### src/rtl/sipo_pkg.sv
`default_nettype none
// +------------------------------------------------------------------+
// | sipo_pkg: shared state type and constants for sipo_deserializer  |
// | Rev 1.0 - initial release                                        |
// +------------------------------------------------------------------+
package sipo_pkg;

    localparam int DEFAULT_WIDTH = 4;

`ifdef SIPO_PARITY_EN
    localparam int PARITY_BITS = 1;
`else
    localparam int PARITY_BITS = 0;
`endif

    typedef enum logic [0:0] {
        COLLECT = 1'b0,
        PENDING = 1'b1
    } state_e;

    function automatic int frame_len(input int width);
        return width + PARITY_BITS;
    endfunction

endpackage
`default_nettype wire

### src/rtl/sipo_bit_counter.sv
`default_nettype none
// +------------------------------------------------------------------+
// | sipo_bit_counter: frame bit counter, wraps on the last bit       |
// | Rev 1.0 - initial release                                        |
// +------------------------------------------------------------------+
module sipo_bit_counter #(
    parameter int CNT_W = 3
) (
    input  logic             clk,
    input  logic             rst,
    input  logic             inc,
    input  logic [CNT_W-1:0] frame_len,
    output logic [CNT_W-1:0] count,
    output logic             last
);

    logic [CNT_W-1:0] count_q;
    logic [CNT_W-1:0] count_d;

    assign last  = (count_q == (frame_len - CNT_W'(1)));
    assign count = count_q;

    always_comb begin
        count_d = count_q;
        if (inc) begin
            count_d = last ? '0 : (count_q + CNT_W'(1));
        end
    end

    always_ff @(posedge clk or negedge rst) begin
        if (!rst) begin
            count_q <= '0;
        end else begin
            count_q <= count_d;
        end
    end

endmodule
`default_nettype wire

### src/rtl/sipo_deserializer.sv
`default_nettype none
// +------------------------------------------------------------------+
// | sipo_deserializer: serial-in/parallel-out with a one-word output |
// | slot; optional even parity via SIPO_PARITY_EN.                   |
// | Rev 1.0 - initial release                                        |
// +------------------------------------------------------------------+
module sipo_deserializer
    import sipo_pkg::*;
#(
    parameter int WIDTH     = DEFAULT_WIDTH,
    parameter int MSB_FIRST = 1
) (
    input  logic             clk,
    input  logic             rst,
    input  logic             s_in,
    input  logic             s_valid,
    output logic             s_ready,
    output logic [WIDTH-1:0] p_out,
    output logic             p_valid,
    input  logic             p_ready,
    output logic             p_err
);

    localparam int FRAME = frame_len(WIDTH);
    localparam int CNT_W = $clog2(FRAME + 1);

    state_e             state_q, state_d;
    logic [WIDTH-1:0]   shift_q, shift_d;
    logic [WIDTH-1:0]   p_out_q, p_out_d;
    logic               p_valid_q, p_valid_d;
    logic               p_err_q, p_err_d;
    logic               pend_err_q, pend_err_d;

    logic               w_accept;
    logic               w_last;
    logic [CNT_W-1:0]   w_count;
    logic               w_data_phase;
    logic               w_shift_en;
    logic [WIDTH-1:0]   w_shifted;
    logic               w_err_new;

    assign s_ready  = rst & (state_q == COLLECT);
    assign w_accept = s_valid & s_ready;

    sipo_bit_counter #(
        .CNT_W (CNT_W)
    ) u_bit_counter (
        .clk       (clk),
        .rst       (rst),
        .inc       (w_accept),
        .frame_len (CNT_W'(FRAME)),
        .count     (w_count),
        .last      (w_last)
    );

    // The parity bit (count == WIDTH) is consumed but never shifted into the word.
    assign w_data_phase = (w_count < CNT_W'(WIDTH));
    assign w_shift_en   = w_accept & w_data_phase;

    generate
        if (MSB_FIRST != 0) begin : g_msb_first
            assign w_shifted = {shift_q[WIDTH-2:0], s_in};
        end else begin : g_lsb_first
            assign w_shifted = {s_in, shift_q[WIDTH-1:1]};
        end
    endgenerate

`ifdef SIPO_PARITY_EN
    assign w_err_new = (^shift_q) ^ s_in;
`else
    assign w_err_new = 1'b0;
`endif

    always_comb begin
        shift_d = shift_q;
        if (w_shift_en) begin
            shift_d = w_shifted;
        end
    end

    always_comb begin
        state_d    = state_q;
        p_out_d    = p_out_q;
        p_valid_d  = p_valid_q;
        p_err_d    = p_err_q;
        pend_err_d = pend_err_q;
        case (state_q)
            COLLECT: begin
                if (w_accept && w_last) begin
                    if (!p_valid_q || p_ready) begin
                        p_out_d   = shift_d;
                        p_err_d   = w_err_new;
                        p_valid_d = 1'b1;
                    end else begin
                        pend_err_d = w_err_new;
                        state_d    = PENDING;
                    end
                end else if (p_valid_q && p_ready) begin
                    p_valid_d = 1'b0;
                end
            end
            PENDING: begin
                // p_valid is always set here, so p_ready alone frees the slot.
                if (p_ready) begin
                    p_out_d   = shift_q;
                    p_err_d   = pend_err_q;
                    p_valid_d = 1'b1;
                    state_d   = COLLECT;
                end
            end
            default: state_d = COLLECT;
        endcase
    end

    always_ff @(posedge clk or negedge rst) begin
        if (!rst) begin
            state_q    <= COLLECT;
            shift_q    <= '0;
            p_out_q    <= '0;
            p_valid_q  <= 1'b0;
            p_err_q    <= 1'b0;
            pend_err_q <= 1'b0;
        end else begin
            state_q    <= state_d;
            shift_q    <= shift_d;
            p_out_q    <= p_out_d;
            p_valid_q  <= p_valid_d;
            p_err_q    <= p_err_d;
            pend_err_q <= pend_err_d;
        end
    end

    assign p_out   = p_out_q;
    assign p_valid = p_valid_q;
    assign p_err   = p_err_q;

endmodule
`default_nettype wire
### config.mk
export PLATFORM = sky130hd
export DESIGN_NAME = sipo_deserializer
export DESIGN_NICKNAME = d
export VERILOG_FILES = /design/src/rtl/sipo_pkg.sv /design/src/rtl/sipo_bit_counter.sv /design/src/rtl/sipo_deserializer.sv
export SDC_FILE = /design/constraint.sdc
export NUM_CORES = 1
export LEC_CHECK = 0
export ABC_AREA = 1
export CAP_MARGIN = 40
export CELL_PAD_IN_SITES_DETAIL_PLACEMENT = 1
export CELL_PAD_IN_SITES_GLOBAL_PLACEMENT = 2
export CORE_MARGIN = 1.5
export CORE_UTILIZATION = 28
export DETAILED_ROUTE_END_ITERATION = 8
export PLACE_DENSITY_LB_ADDON = 0.08
export SYNTH_ARGS = -nofsm -noshare
export SYNTH_HDL_FRONTEND = slang
export SYNTH_SLANG_ARGS = --single-unit
### constraint.sdc
create_clock -name clk -period 1.55 [get_ports clk]
set_input_delay 0.465 -clock clk [delete_from_list [all_inputs] [get_ports clk]]
set_output_delay 0.465 -clock clk [all_outputs]
set_load 0.03 [all_outputs]
; Yosys cells after proc, flatten, opt, wreduce, memory -nomap -nowiden
; Index checks and enable logic that the tools add are counted.
[word_totals]
regBits = 14
wordCells = 43
[op_classes]
addsub = 1
n_lt_le_gt_ge = 1
n_eq_ne = 6
n_mux = 19
bitwise_logic = 4
n_reduce_logical = 6
[op_table]
columns = op, n
row1 = 2-to-1 mux 4 bit, 4
row2 = 2-to-1 mux 1 bit, 10
row3 = one-hot mux 4 bit (2 select lines), 1
row4 = one-hot mux 1 bit (2 select lines), 3
row5 = AND reduction 3 bit, 2
row6 = != test 2 x 1 -> 1 bit (second input constant), 2
row7 = adder 3 x 1 -> 3 bit (second input constant), 1
row8 = bitwise AND 1 bit, 3
row9 = == test 3 x 2 -> 1 bit (second input constant), 1
row10 = less-than comparator 3 bit (second input constant), 1
row11 = 2-to-1 mux 3 bit, 1
row12 = != test 3 x 1 -> 1 bit (second input constant), 1
row13 = != test 3 x 2 -> 1 bit (second input constant), 1
row14 = logical AND 1 bit, 2
row15 = != test 2 bit (second input constant), 1
row16 = zero test 1 bit, 1
row17 = logical OR 1 bit, 1
row18 = inverter 1 bit, 1

; Longest topological paths before layout
; Gate-level depths: netlist of run 1.
[depth]
ltp_word = 8
mapped_depth = 7
ltp_nobuf = 7

; Modules after synthesis
; A second synthesis of run 1 with hierarchy kept.
[hier_totals]
hier_cells = 97
area_unflattened_um2 = 710.7
[modules_own_cells]
columns = mod, instances, cells_per_inst, area_per_inst_um2, seq_area_each_um2
row1 = sipo_deserializer, 1, 54, 457.9, 250.2
row2 = sipo_bit_counter, 1, 43, 252.7, 75.1

; Worst setup path after synthesis of run 1
; Ideal clock, no wire load.
[synth_path]
path_type = input port to flip-flop
start = in rst
end = reg p_out_q[1], in the netlist p_out[1]
setup_time_ns = 0.117
t_arrival_ns = 1.185
path_slack_ns = 0.249
cell_stages = 7
cell_sequence = inv_1 nor2_2 nand3_2 nand2_1 nand2_1 nand2_1 nand2_1
[synth_via]
elab_chain_len = 7
[synth_lines]
columns = item, line_no
row1 = "start, declared", sipo_deserializer.sv:14  ; input logic rst,
row2 = bitwise AND 1 bit, sipo_deserializer.sv:42  ; assign s_ready = rst & (state_q == COLLECT);
row3 = via s_ready, sipo_deserializer.sv:17  ; output logic s_ready,
row4 = bitwise AND 1 bit, sipo_deserializer.sv:43  ; assign w_accept = s_valid & s_ready;
row5 = bitwise AND 1 bit, sipo_deserializer.sv:58  ; assign w_shift_en = w_accept & w_data_phase;
row6 = 2-to-1 mux 4 bit, sipo_deserializer.sv:76  ; if (w_shift_en) begin
row7 = via shift_d[1], sipo_deserializer.sv:28  ; logic [WIDTH-1:0] shift_q, shift_d;
row8 = 2-to-1 mux 4 bit, sipo_deserializer.sv:90  ; if (!p_valid_q || p_ready) begin
row9 = 2-to-1 mux 4 bit, sipo_deserializer.sv:89  ; if (w_accept && w_last) begin
row10 = one-hot mux 4 bit (2 select lines), sipo_deserializer.sv:87  ; case (state_q)
row11 = "end signal, assigned", sipo_deserializer.sv:126  ; p_out_q <= p_out_d;
row12 = "end, declared", sipo_deserializer.sv:29  ; logic [WIDTH-1:0] p_out_q, p_out_d;
; The timed path passes the listed nets, and every way through them passes these cells. The select of a mux whose other input is x is not followed.
; A chain may end at the register's enable or synchronous reset.

; Worst setup path in the final report of run 1
[layout_path]
start = in rst
end = out s_ready
[layout_via]
elab_chain_len = 1
[layout_lines]
columns = item, line_no
row1 = bitwise AND 1 bit, sipo_deserializer.sv:42
row2 = "end, declared", sipo_deserializer.sv:17
; Every way passes these cells.

==> impl_metrics.json, run 1 <==
{
  "status": "finished, final reports clean",
  "io_pins": 12,
  "root_buffer": "clkbuf_4",
  "hold_buffers": 0,
  "leakagePower_nw": 0.445,
  "seq_area_frac_synth_pct": 53.4,
  "syn_area_per_cell_um2": 8.83,
  "coreArea_mm2": 0.00200,
  "p_sw_share_pct": 37.0,
  "fmax_ghz": 0.672,
  "syn-num-nets": 75,
  "cp_num_buf_inv": 3,
  "critical_path_class": "in -> out",
  "setup_viol": 0,
  "drive_gt1_share_pct": 21.6,
  "die_w_um": 49.7,
  "pwr-share-clk_pct": 20.0,
  "wl_mm": 1.16,
  "gp_congestion": 0.696,
  "hold_viol_final": 0,
  "final_util_pct": 40.0,
  "drt_pre_antenna_iters": 2,
  "grt_pass1_vias": 541,
  "reg2reg_to": "p_out[1]$_DFFE_PN0P_",
  "place_hpwl_um": 982,
  "cts_sinks": 13,
  "period_minus_slack_ns": 1.49,
  "synth-edff-count": 0,
  "portBuffers": 10,
  "p_switching_uw": 386,
  "drc": 0,
  "synth.ff_latch_count": 13,
  "die_area_mm2": 0.00247,
  "drt.antenna.violating_nets": 0,
  "die_h_um": 49.7,
  "clk_pin_slew_ns": 0.08,
  "cts_tree": "yes",
  "power-per-cell-area_mw_per_mm2": 1300,
  "cp_slowest_stage_delay_ns": 0.24,
  "crit_path_end_kind": "output pin",
  "h-tree-depth": 1,
  "start_kind": "input port",
  "rrSetupSlack_ns": 0.36,
  "yosysWarningCount": 0,
  "cts_setup_buffers": 0,
  "arrival_ns": 1.02,
  "crit_family": "buffers and inverters",
  "cts_resized": 7,
  "grt_start_max_net_pins": 11,
  "num_antenna_cells": 0,
  "nets": 95,
  "worstReg2RegStart": "u_bit_counter.count[1]$_DFFE_PN0N_",
  "final_cells": 115,
  "initial_utilization_pct": 30.4,
  "syn_inst": 69,
  "finClkSkew_ns": 0.00132,
  "cts_max_path_buffers": 2,
  "cp_slowest_cell": "dlygate4sd2_1",
  "wl_per_cell_um": 10.1,
  "dp.cells": 111,
  "cp_cell_sequence": "dlygate4sd2_1, inv_1, nor2_2, buf_6",
  "combPwrFrac_pct": 35.4,
  "drt_iter0_markers": 1,
  "synth_ff_type": "dfrtp_1",
  "drv_slew": 0,
  "cp.required_ns": 1.08,
  "viasPerCell": 4.25,
  "power.share.sequential_pct": 44.6,
  "overflow": 0,
  "track_usage_pct": 11.8,
  "async_reset_ff_share_pct": 100,
  "vdd_drop_max_v": 0.000560,
  "insertion_delay_ns": 0.27,
  "post-route-period-util_pct": 96.0,
  "syn2layout_area_growth_pct": 31.4,
  "num_vias": 489,
  "syn_area_um2": 609,
  "worst_hold_path_type": "in -> async",
  "maxCapViolCount": 0,
  "path_max_fanout": 3,
  "rows": 16,
  "p_int_uw": 658,
  "ff2ff_path_depth": 7,
  "grt_pass1_wl_mm": 2.22,
  "synth.distinct_cells": 15,
  "rsz0062_at_grt": "false",
  "antenna_found_initial": 0,
  "numCtsBuffers": 3
}
[cell usage in the layout (no fill, tap or decap), drive strengths merged]
| cell type | n |
|---|---|
| ha | 1 |
| o21ai | 3 |
| nor2 | 5 |
| nand2 | 32 |
| inv | 8 |
| buf | 7 |
| clkdlybuf4s50 | 3 |
| clkbuf | 4 |
| a21oi | 2 |
| conb | 1 |
| dlygate4sd2 | 6 |
| dfrtp | 13 |
| nand3 | 3 |
[metal layers]
layer	up-vias	share of wire, %	GRT usage, %
met2	9	51	19.8
met1	235	44	14.8
li1	245	-	-
met4	0	0	4.17
met5	-	0	0
met3	0	5.1	2.42
[cell families after synthesis]
group | count (synthesis) | share of synthesized area, %
adders and majority gates | 1 | 2.05
DFF | 13 | 53.4
buffers and inverters | 9 | 6.16
other | 1 | 0.615
and+or+nand+nor | 40 | 33.1
AOI/OAI and AO/OA | 5 | 4.72
[power groups by stage]
stage          sequential, mW  clock (mW)  combinational, mW
2_1_floorplan           0.564           0              0.156
3_3_place_gp            0.474           0              0.403
3_5_place_dp            0.477           0              0.410
4_1_cts                 0.469       0.225              0.379
5_1_grt                 0.481       0.232              0.416
6_report                0.466       0.209              0.370
[sequential cells by signal (all words and copies together), names as in the netlist]
signal,count
p_out,4
p_valid,1
shift_q,4
state_q,1
u_bit_counter.count,3
[through the flow]
stage / hold slack [ns] / setup slack (ns) / instance area [µm²] / setup TNS, ns / power [mW]
2_1_floorplan: 0.169 / 0.249 / 609 / 0 / 0.720
3_3_place_gp: 0.464 / -0.182 / 778 / -1.13 / 0.877
5_1_grt: 0.301 / 0.00735 / 801 / 0 / 1.13
3_5_place_dp: 0.472 / -0.215 / 778 / -1.56 / 0.888
4_1_cts: 0.281 / 0.0467 / 801 / 0 / 1.07
6_report: 0.284 / 0.0624 / 801 / 0 / 1.04
[Yosys cell counts, types with 2 or more instances]
cell,n,area (µm²)
nand2_1,31,116
inv_1,8,30.0
nor2_2,2,12.5
o21ai_0,2,10.0
dfrtp_1,13,325
nor2_4,3,33.8
a21oi_1,2,10.0
[cell type report]
type                       instances  area, µm²
sequential                        13        325
tap                               27       33.8
fill                             244       1200
inverter                           8       30.0
multi-input combinational         47        246
clock buffer                       4       26.3
timing repair buffer              16        139
[worst max-delay path by stage]
stage,from,endpoint,cells past startpoint
floorplan,rst,p_out[1]$_DFFE_PN0P_,7
global placement,rst,s_ready,4
detailed placement,rst,s_ready,4
CTS,p_valid$_DFFE_PN0P_,p_valid,1
global route,rst,s_ready,4
finish,rst,s_ready,4
Note: power is estimated with default switching activity, not from simulation.
==> run 2: changes to the inputs <==
--- a/config.mk
+++ b/config.mk
@@ -6,6 +6,7 @@
 export NUM_CORES = 1
 export LEC_CHECK = 0
 export ABC_AREA = 1
+export ABC_CLOCK_PERIOD_IN_PS = 1550
 export CAP_MARGIN = 40
 export CELL_PAD_IN_SITES_DETAIL_PLACEMENT = 1
 export CELL_PAD_IN_SITES_GLOBAL_PLACEMENT = 2
==> results of run 2 <==
No change in the layout: final DEF, timing and power equal those of run 1.
